### src/rtl/dmem_pkg.sv
// Shared types and helpers for the data-memory controller.
// DMEM_HOST_PORT_EN adds the HOST_RD state used by the optional host port.
package dmem_pkg;

  typedef enum logic [1:0] {
    BYTE = 2'b00,
    HALF = 2'b01,
    WORD = 2'b10
  } mem_size_t;

`ifdef DMEM_HOST_PORT_EN
  typedef enum logic [1:0] {
    IDLE    = 2'd0,
    LD_WAIT = 2'd1,
    RMW_WR  = 2'd2,
    HOST_RD = 2'd3
  } dmem_state_t;
`else
  typedef enum logic [1:0] {
    IDLE    = 2'd0,
    LD_WAIT = 2'd1,
    RMW_WR  = 2'd2
  } dmem_state_t;
`endif

  // Encoding 11 is folded into WORD so the core never sees an illegal size.
  function automatic mem_size_t decode_size(input logic [1:0] raw);
    case (raw)
      2'b00:   decode_size = BYTE;
      2'b01:   decode_size = HALF;
      default: decode_size = WORD;
    endcase
  endfunction

  function automatic logic is_misaligned(input mem_size_t sz, input logic [1:0] off);
    case (sz)
      HALF:    is_misaligned = off[0];
      WORD:    is_misaligned = (off != 2'b00);
      default: is_misaligned = 1'b0;
    endcase
  endfunction

endpackage

### src/rtl/dmem_lane_merge.sv
// Byte-lane datapath: store merge into an old word and load lane select/extend.
module dmem_lane_merge
  import dmem_pkg::*;
(
  input  mem_size_t   size,
  input  logic [1:0]  off,
  input  logic        is_unsigned,
  input  logic [31:0] rd_word,
  input  logic [31:0] wdata,
  output logic [31:0] merged,
  output logic [31:0] load_data
);

  logic [7:0]  byte_v;
  logic [15:0] half_v;

  always_comb begin
    merged = rd_word;
    case (size)
      BYTE: begin
        case (off)
          2'd0:    merged[7:0]   = wdata[7:0];
          2'd1:    merged[15:8]  = wdata[7:0];
          2'd2:    merged[23:16] = wdata[7:0];
          default: merged[31:24] = wdata[7:0];
        endcase
      end
      HALF: begin
        if (off[1]) merged[31:16] = wdata[15:0];
        else        merged[15:0]  = wdata[15:0];
      end
      default: merged = wdata;
    endcase
  end

  always_comb begin
    byte_v    = rd_word[{off, 3'b000} +: 8];
    half_v    = off[1] ? rd_word[31:16] : rd_word[15:0];
    load_data = rd_word;
    case (size)
      BYTE:    load_data = is_unsigned ? {24'b0, byte_v} : {{24{byte_v[7]}}, byte_v};
      HALF:    load_data = is_unsigned ? {16'b0, half_v} : {{16{half_v[15]}}, half_v};
      default: load_data = rd_word;
    endcase
  end

endmodule

### src/rtl/dmem_ctrl.sv
// Data-memory controller: core byte/half/word access to a one-cycle-latency BRAM,
// sub-word stores by read-modify-write. DMEM_HOST_PORT_EN adds a starvation-guarded host port.
module dmem_ctrl
  import dmem_pkg::*;
#(
  parameter int ADDR_W     = 10,
  parameter int STARVE_MAX = 8
) (
  input  logic              clk,
  input  logic              rst_n,
  input  logic              core_req_valid,
  input  logic              core_req_we,
  input  logic [1:0]        core_req_size,
  input  logic              core_req_unsigned,
  input  logic [31:0]       core_req_addr,
  input  logic [31:0]       core_req_wdata,
  output logic              core_stall,
  output logic              core_rvalid,
  output logic [31:0]       core_rdata,
  output logic              core_misalign,
`ifdef DMEM_HOST_PORT_EN
  input  logic              host_req_valid,
  input  logic              host_req_we,
  input  logic [ADDR_W-1:0] host_req_addr,
  input  logic [31:0]       host_req_wdata,
  output logic              host_req_ready,
  output logic              host_rvalid,
  output logic [31:0]       host_rdata,
`endif
  output logic              mem_en,
  output logic              mem_we,
  output logic [ADDR_W-1:0] mem_addr,
  output logic [31:0]       mem_wdata,
  input  logic [31:0]       mem_rdata,
  output dmem_state_t       dbg_state
);

  // Handshake: the core holds its request stable while core_stall=1 and the request
  // completes on the first rising edge with core_stall=0; the host request is taken
  // on any edge where host_req_ready=1.

  dmem_state_t       state, state_n;
  mem_size_t         sz;
  logic              misalign;
  logic [ADDR_W-1:0] core_waddr;
  logic [31:0]       merged, load_data, rdata_q;
  logic              host_grant;
  logic              unused_addr_hi;

  assign sz             = decode_size(core_req_size);
  assign misalign       = is_misaligned(sz, core_req_addr[1:0]);
  assign core_waddr     = core_req_addr[ADDR_W+1:2];
  assign unused_addr_hi = ^core_req_addr[31:ADDR_W+2];
  assign dbg_state      = state;

  // Outputs are gated with rst_n so nothing reaches the BRAM while reset is held.
  assign core_misalign  = rst_n && core_req_valid && misalign;

  dmem_lane_merge u_lane (
    .size        (sz),
    .off         (core_req_addr[1:0]),
    .is_unsigned (core_req_unsigned),
    .rd_word     (mem_rdata),
    .wdata       (core_req_wdata),
    .merged      (merged),
    .load_data   (load_data)
  );

`ifdef DMEM_HOST_PORT_EN
  localparam int SCW = $clog2(STARVE_MAX + 1);
  localparam logic [SCW-1:0] STARVE_C = SCW'(STARVE_MAX);

  logic [SCW-1:0] starve_cnt;
  logic [31:0]    host_rdata_q;

  assign host_grant = rst_n && (state == IDLE) && host_req_valid &&
                      (!core_req_valid || starve_cnt == STARVE_C);
  assign host_rdata = host_rvalid ? mem_rdata : host_rdata_q;

  always_ff @(posedge clk or negedge rst_n) begin
    if (!rst_n) begin
      starve_cnt   <= '0;
      host_rdata_q <= '0;
    end else begin
      if (!host_req_valid || host_grant) starve_cnt <= '0;
      else if (starve_cnt != STARVE_C)   starve_cnt <= starve_cnt + SCW'(1);
      if (host_rvalid) host_rdata_q <= mem_rdata;
    end
  end
`else
  assign host_grant = 1'b0;
`endif

  assign core_rdata = core_rvalid ? load_data : rdata_q;

  always_ff @(posedge clk or negedge rst_n) begin
    if (!rst_n) begin
      state   <= IDLE;
      rdata_q <= '0;
    end else begin
      state <= state_n;
      if (core_rvalid) rdata_q <= load_data;
    end
  end

  always_comb begin
    state_n     = state;
    mem_en      = 1'b0;
    mem_we      = 1'b0;
    mem_addr    = core_waddr;
    mem_wdata   = core_req_wdata;
    core_stall  = 1'b0;
    core_rvalid = 1'b0;
`ifdef DMEM_HOST_PORT_EN
    host_req_ready = 1'b0;
    host_rvalid    = 1'b0;
`endif
    if (rst_n) begin
      case (state)
        IDLE: begin
          if (host_grant) begin
`ifdef DMEM_HOST_PORT_EN
            host_req_ready = 1'b1;
            mem_en         = 1'b1;
            mem_we         = host_req_we;
            mem_addr       = host_req_addr;
            mem_wdata      = host_req_wdata;
            core_stall     = core_req_valid && !misalign;
            if (!host_req_we) state_n = HOST_RD;
`endif
          end else if (core_req_valid && !misalign) begin
            mem_en = 1'b1;
            if (core_req_we && sz == WORD) begin
              mem_we = 1'b1;
            end else begin
              // Loads and sub-word stores both start with a read of the target word.
              core_stall = 1'b1;
              state_n    = core_req_we ? RMW_WR : LD_WAIT;
            end
          end
        end
        LD_WAIT: begin
          core_rvalid = 1'b1;
          state_n     = IDLE;
        end
        RMW_WR: begin
          mem_en    = 1'b1;
          mem_we    = 1'b1;
          mem_wdata = merged;
          state_n   = IDLE;
        end
`ifdef DMEM_HOST_PORT_EN
        HOST_RD: begin
          host_rvalid = 1'b1;
          core_stall  = core_req_valid && !misalign;
          state_n     = IDLE;
        end
`endif
        default: state_n = IDLE;
      endcase
    end
  end

endmodule

### config.mk
export PLATFORM = sky130hd
export DESIGN_NAME = dmem_ctrl
export DESIGN_NICKNAME = d
export VERILOG_FILES = /design/src/rtl/dmem_pkg.sv /design/src/rtl/dmem_lane_merge.sv /design/src/rtl/dmem_ctrl.sv
export SDC_FILE = /design/constraint.sdc
export NUM_CORES = 1
export LEC_CHECK = 0
export ABC_AREA = 1
export BUFFER_PORTS_ARGS = -buffer_cell sky130_fd_sc_hd__buf_2
export CORE_MARGIN = 3
export CORE_UTILIZATION = 48
export CTS_CLUSTER_SIZE = 20
export DETAILED_ROUTE_END_ITERATION = 16
export PLACE_DENSITY = 0.95
export SLEW_MARGIN = 5
export SYNTH_ARGS = -nofsm -noshare
export SYNTH_HDL_FRONTEND = slang
export SYNTH_SLANG_ARGS = --single-unit
export TNS_END_PERCENT = 20
### constraint.sdc
create_clock -name clk -period 2.38 [get_ports clk]
set_input_delay 0.119 -clock clk [delete_from_list [all_inputs] [get_ports clk]]
set_output_delay 0.119 -clock clk [all_outputs]
set_load 0.005 [all_outputs]
Yosys cells after proc, flatten, opt, wreduce, memory -nomap -nowiden
Index checks and enable logic that the tools add are counted.

Output and inout bits: 81. Input bits: 103. Memories kept: 0. Latch bits: 0. Register bits: 34. Memory bits (writable): 0. Memory bits (read-only): 0.

Order comparisons: 0. Shifts and indexed selects: 1. Reductions and logical operators: 12. Equality and inequality tests: 9. Multiplexer cells: 33. Div/mod/pow operators: 0. Bitwise operators: 0. Add/sub/neg operators: 0. $mul: 0.

Operators by type and width (number): 32-bit 2-to-1 mux (5); 32-bit one-hot mux with 2 select lines (2); 16-bit 2-to-1 mux (3); 8-bit 2-to-1 mux (4); 32-bit by 6-bit variable part select with 8-bit output (1); 1-bit 2-to-1 mux (11); 2-bit by 1-bit equality test with 1-bit output (second input constant) (4); 2-bit logical NOT (4); 2-bit 2-to-1 mux (4); 2-bit equality test (second input constant) (3); 1-bit one-hot mux with 2 select lines (3); 1-bit logical AND (4); 2-bit inequality test (second input constant) (2); 2-bit one-hot mux with 2 select lines (1); 3-bit AND reduction (1); 3-bit OR reduction (1); 2-bit nonzero test (1); 1-bit logical NOT (1).

Logic depth before layout (Yosys ltp)
Depth after elaboration: 9. Mapped depth: 9. Gate-level depth less buffers: 9.

Cells and area by module
Synthesis repeated with hierarchy kept, for this count alone.

Cell total of the unflattened synthesis: 585. Area total of the unflattened synthesis: 3387.0 µm².

Modules (own cells, without submodules): dmem_ctrl (instances 1, area an instance 1980.6 µm², seq. area each 850.8 µm², cells an instance 286); dmem_lane_merge (instances 1, area an instance 1406.3 µm², seq. area each 0.0 µm², cells an instance 299).

Worst setup path before layout
No wires, ideal clock.

Kind: register -> output. Start point: register state[1], in the netlist dbg_state[1]. End point: output port core_rdata[15]. Buffers on the path: 2. Path slack: 1028 ps. Cell stages (with the launch flop): 8. Required time: 2261 ps. Arrival time: 1233 ps. Cell sequence: dfrtp_1 > inv_1 > nand3_2 > inv_1 > buf_4 > buf_4 > nor2_1 > a21oi_1.

Word-level cells in the longest chain between the ends: 4.

Ends and longest elaborated chain: from (decl) (RTL line dmem_ctrl.sv:42) `dmem_state_t state, state_n;`; from (signal assigned) (RTL line dmem_ctrl.sv:101) `state <= state_n;`; 2-bit by 1-bit equality test with 1-bit output (RTL line dmem_ctrl.sv:119) `case (state)`; 1-bit 2-to-1 mux (RTL line dmem_ctrl.sv:119); 1-bit 2-to-1 mux (RTL line dmem_ctrl.sv:118) `if (rst_n) begin`; net core_rvalid (RTL line dmem_ctrl.sv:18) `output logic core_rvalid,`; 32-bit 2-to-1 mux; to (decl) (RTL line dmem_ctrl.sv:19) `output logic [31:0] core_rdata,`.

The timed path passes the listed nets, and every way through them passes these cells.

Worst setup path in the final report
Start point: register state[1], in the netlist dbg_state[1]. End point: output port mem_wdata[12].

Word-level cells in the longest chain between the ends: 3.

Ends and longest elaborated chain: 2-bit equality test (RTL line dmem_ctrl.sv:119); 32-bit 2-to-1 mux (RTL line dmem_ctrl.sv:119); 32-bit 2-to-1 mux (RTL line dmem_ctrl.sv:118); to (decl) (RTL line dmem_ctrl.sv:33) `output logic [31:0] mem_wdata,`.

Every way passes these cells.

==> flow_summary.ini <==
[clocking]
htreeDepth = 2
clock_tree.root_cell = clkbuf_8
cts_tree = yes
cts_inserted_buffers = 5
cts.sinks = 34
path_clk_slew_ns = 0.07
clk-insertion-delay-late_ns = 0.29
clockBufferDepth = 2
postCtsSetupRepairBufs = 0

[route]
routed_wl_um = 11000
drt-initial-drc-count = 287
drtPass1Iterations = 5
viasPerCell = 5.41
detail_route.wl_per_cell_um = 15.3
drt.antenna.violating_nets = 0
route.detailed.drc = 0
vias = 3881

[synthesis]
syn_nets = 623
avgSynthCellArea_um2 = 5.97
synth_seq_area_share = 0.274
syn_inst = 520
synthDistinctLibCells = 30
synth_seq_cells = 34
ys.warnings.count = 0
syn-cell-area_um2 = 3110

[sta]
fin_crit_sh = 0.940
finalSetupViolations = 0
tns_ns = 0
maxSlewHeadroom = 0.548
worst_slew_pin_slew_ns = 0.676
hold_violations = 0
rsz0062_at_grt = no
fmax_mhz = 447
drv_slew = 0
timing.hold.ws_ns = 0.0558
skew_ns = 0.00324
period_needed_ns = 2.24

[global_route]
grt_remaining_overflow = 0
antenna_found_initial = 0
grt_start_max_net_pins = 33
grt_usage = 0.296
grt_pass1_vias = 3725
grt_pass1_wl_um = 17600

[min_path]
whs_path_depth = 2
min_path_type = in -> reg

[critical_path]
reg2reg_setup_slack_ns = 0.76
critical_path.max_fanout = 25
r2r_end = rdata_q[8]
r2r_start = dbg_state[1]
cpPeakStageDelay_ns = 0.40
cp-start-kind = flop
cp_cell_sequence = inv_1, nor2_2, nand2_1, clkinv_2, nand2_1, nand2_1, nand2_1, buf_2
cp.required_ns = 2.26
cp_num_cells = 8
cp_slowest_cell = dfrtp_1
critPathKind = reg -> out
cpLargestDelayFamily = simple AND/OR/NAND/NOR gates
arrival_ns = 2.12
reg2reg_depth = 7
cpMostUsedCell = nand2_1
critPathLaunch = dbg_state[1]
end_kind = primary output
critical_path.endpoint = mem_wdata[12]
critical_path_buf_inv_count = 3

[final_layout]
drive_gt1_frac = 0.301
register_area_um2 = 851
antenna_cells = 0
nets = 744
stdcell_count = 717
synthToLayoutAreaGrowth_pct = 22.4
fillers = 620
multiInputGateArea_um2 = 1790

[placed_design]
dp_hpwl_um = 8670
gp_congestion = 0.969
place_inst = 708
io_buffers = 143

[run]
drv_cap = 0

[status]
outcome = complete, no violations

[floorplanning]
core_um2 = 6100
fp.dieH_um = 86.5
rows = 28
start_util = 0.510
die_w_um = 86.5
dieArea_um2 = 7470
io_pins = 184

[pwr]
vdd_drop_max_v = 0.000544
total_leakage_power_nw = 2.20
powerDensity_nw_per_um2 = 614
cell usage in the layout, fill, tap and decap left out, types with 4 or more instances in the layout:
cell type | Yosys | final
nand2_1 | 190 | 190
buf_2 | 11 | 143
inv_1 | 52 | 52
nor2_1 | 49 | 49
o21ai_0 | 34 | 34
dfrtp_1 | 34 | 34
a21oi_1 | 33 | 33
nand3_1 | 29 | 29
or2_2 | 17 | 17
o22ai_1 | 9 | 9
o21ai_1 | 7 | 7
o211ai_1 | 6 | 6
clkbuf_8 | 1 | 6
nand2_2 | 5 | 5
inv_2 | 5 | 4
buf_4 | 14 | 4
worst register-to-register path, stage by stage, from the launching register on:
cell     delay, ns
dfrtp_1       0.40
inv_1         0.15
nand3_2       0.10
inv_1         0.08
buf_4         0.29
o21ai_0       0.14
nor2_1        0.21
a21oi_1       0.12
registers in the layout, summed over array words and instances (netlist names):
register	count
dbg_state	2
rdata_q	32
where the power goes:
part           total, mW  switching, mW  internal [mW]
Combinational       1.02          0.567          0.454
Sequential         0.854         0.0588          0.795
Clock              0.461          0.229          0.233
synthesized netlist by cell type:
| cell type | number | area [um^2] |
|---|---|---|
| a21oi_1 | 33 | 165 |
| a21oi_2 | 1 | 8.76 |
| a22oi_1 | 1 | 7.51 |
| a31oi_1 | 1 | 6.26 |
| buf_2 | 11 | 55.1 |
| buf_4 | 14 | 105 |
| buf_6 | 6 | 67.6 |
| clkbuf_1 | 2 | 7.51 |
| clkbuf_8 | 1 | 13.8 |
| dfrtp_1 | 34 | 851 |
| inv_1 | 52 | 195 |
| inv_2 | 5 | 18.8 |
| inv_4 | 1 | 6.26 |
| nand2_1 | 190 | 713 |
| nand2_2 | 5 | 31.3 |
| nand2_4 | 1 | 11.3 |
| nand3_1 | 29 | 145 |
| nand3_2 | 2 | 20.0 |
| nand4_1 | 1 | 6.26 |
| nand4_4 | 1 | 21.3 |
| nor2_1 | 49 | 184 |
| nor2_2 | 3 | 18.8 |
| nor3_1 | 2 | 10.0 |
| o211ai_1 | 6 | 45.0 |
| o21ai_0 | 34 | 170 |
| o21ai_1 | 7 | 35.0 |
| o21ai_2 | 1 | 8.76 |
| o21ai_4 | 1 | 16.3 |
| o22ai_1 | 9 | 56.3 |
| or2_2 | 17 | 106 |
cells by family (layout without fill, tap and decap cells):
family / Yosys count / in the layout / synth area share
DFF: 34 / 34 / 0.274
and+or+nand+nor: 300 / 300 / 0.408
buffers and inverters: 92 / 214 / 0.151
AOI/OAI and AO/OA: 94 / 94 / 0.167
repair_timing:
action	in CTS	in global routing
hold buffers	1	0
endpoints found under the hold margin	2	0
endpoints found under the setup margin	0	6
gates resized for setup	0	1
metrics by stage:
| step | utilization | total power [mW] | cell area [um^2] | setup slack, ns |
|---|---|---|---|---|
| global placement | 0.607 | 1.84 | 3700 | 0.514 |
| floorplan | - | 1.43 | 3110 | 1.03 |
| detailed placement | 0.607 | 1.88 | 3700 | 0.473 |
| global route | 0.624 | 2.53 | 3800 | 0.000126 |
| finish | 0.624 | 2.34 | 3800 | 0.144 |
| CTS | 0.624 | 2.35 | 3800 | 0.174 |
how the worst min path moves through the flow:
stage	slack, ns	end	start
finish	0.06	dbg_state[0]	core_req_we
CTS	0.05	dbg_state[0]	core_req_we
global placement	-0.03	dbg_state[0]	rst_n
global route	0.08	dbg_state[0]	core_req_we
detailed placement	-0.03	dbg_state[0]	rst_n
floorplan	-0.18	dbg_state[0]	rst_n
cell type report:
| type | count | area share |
|---|---|---|
| clock buffer | 6 | 0.0217 |
| sequential | 34 | 0.224 |
| clock inverter | 2 | 0.00329 |
| timing repair buffer | 148 | 0.199 |
| tap | 75 | 0.0247 |
| inverter | 58 | 0.0582 |
| multi-input combinational | 394 | 0.470 |
routing by layer:
metal  vias to the layer above  routed length (um)  track usage
met1                      1777                4410        0.361
met5                         -                   0            0
met3                        22                1060       0.0675
li1                       1869                   -            -
met4                         0                 233        0.101
met2                       213                5270        0.512
No activity file was read; power rests on OpenSTA's default activity.
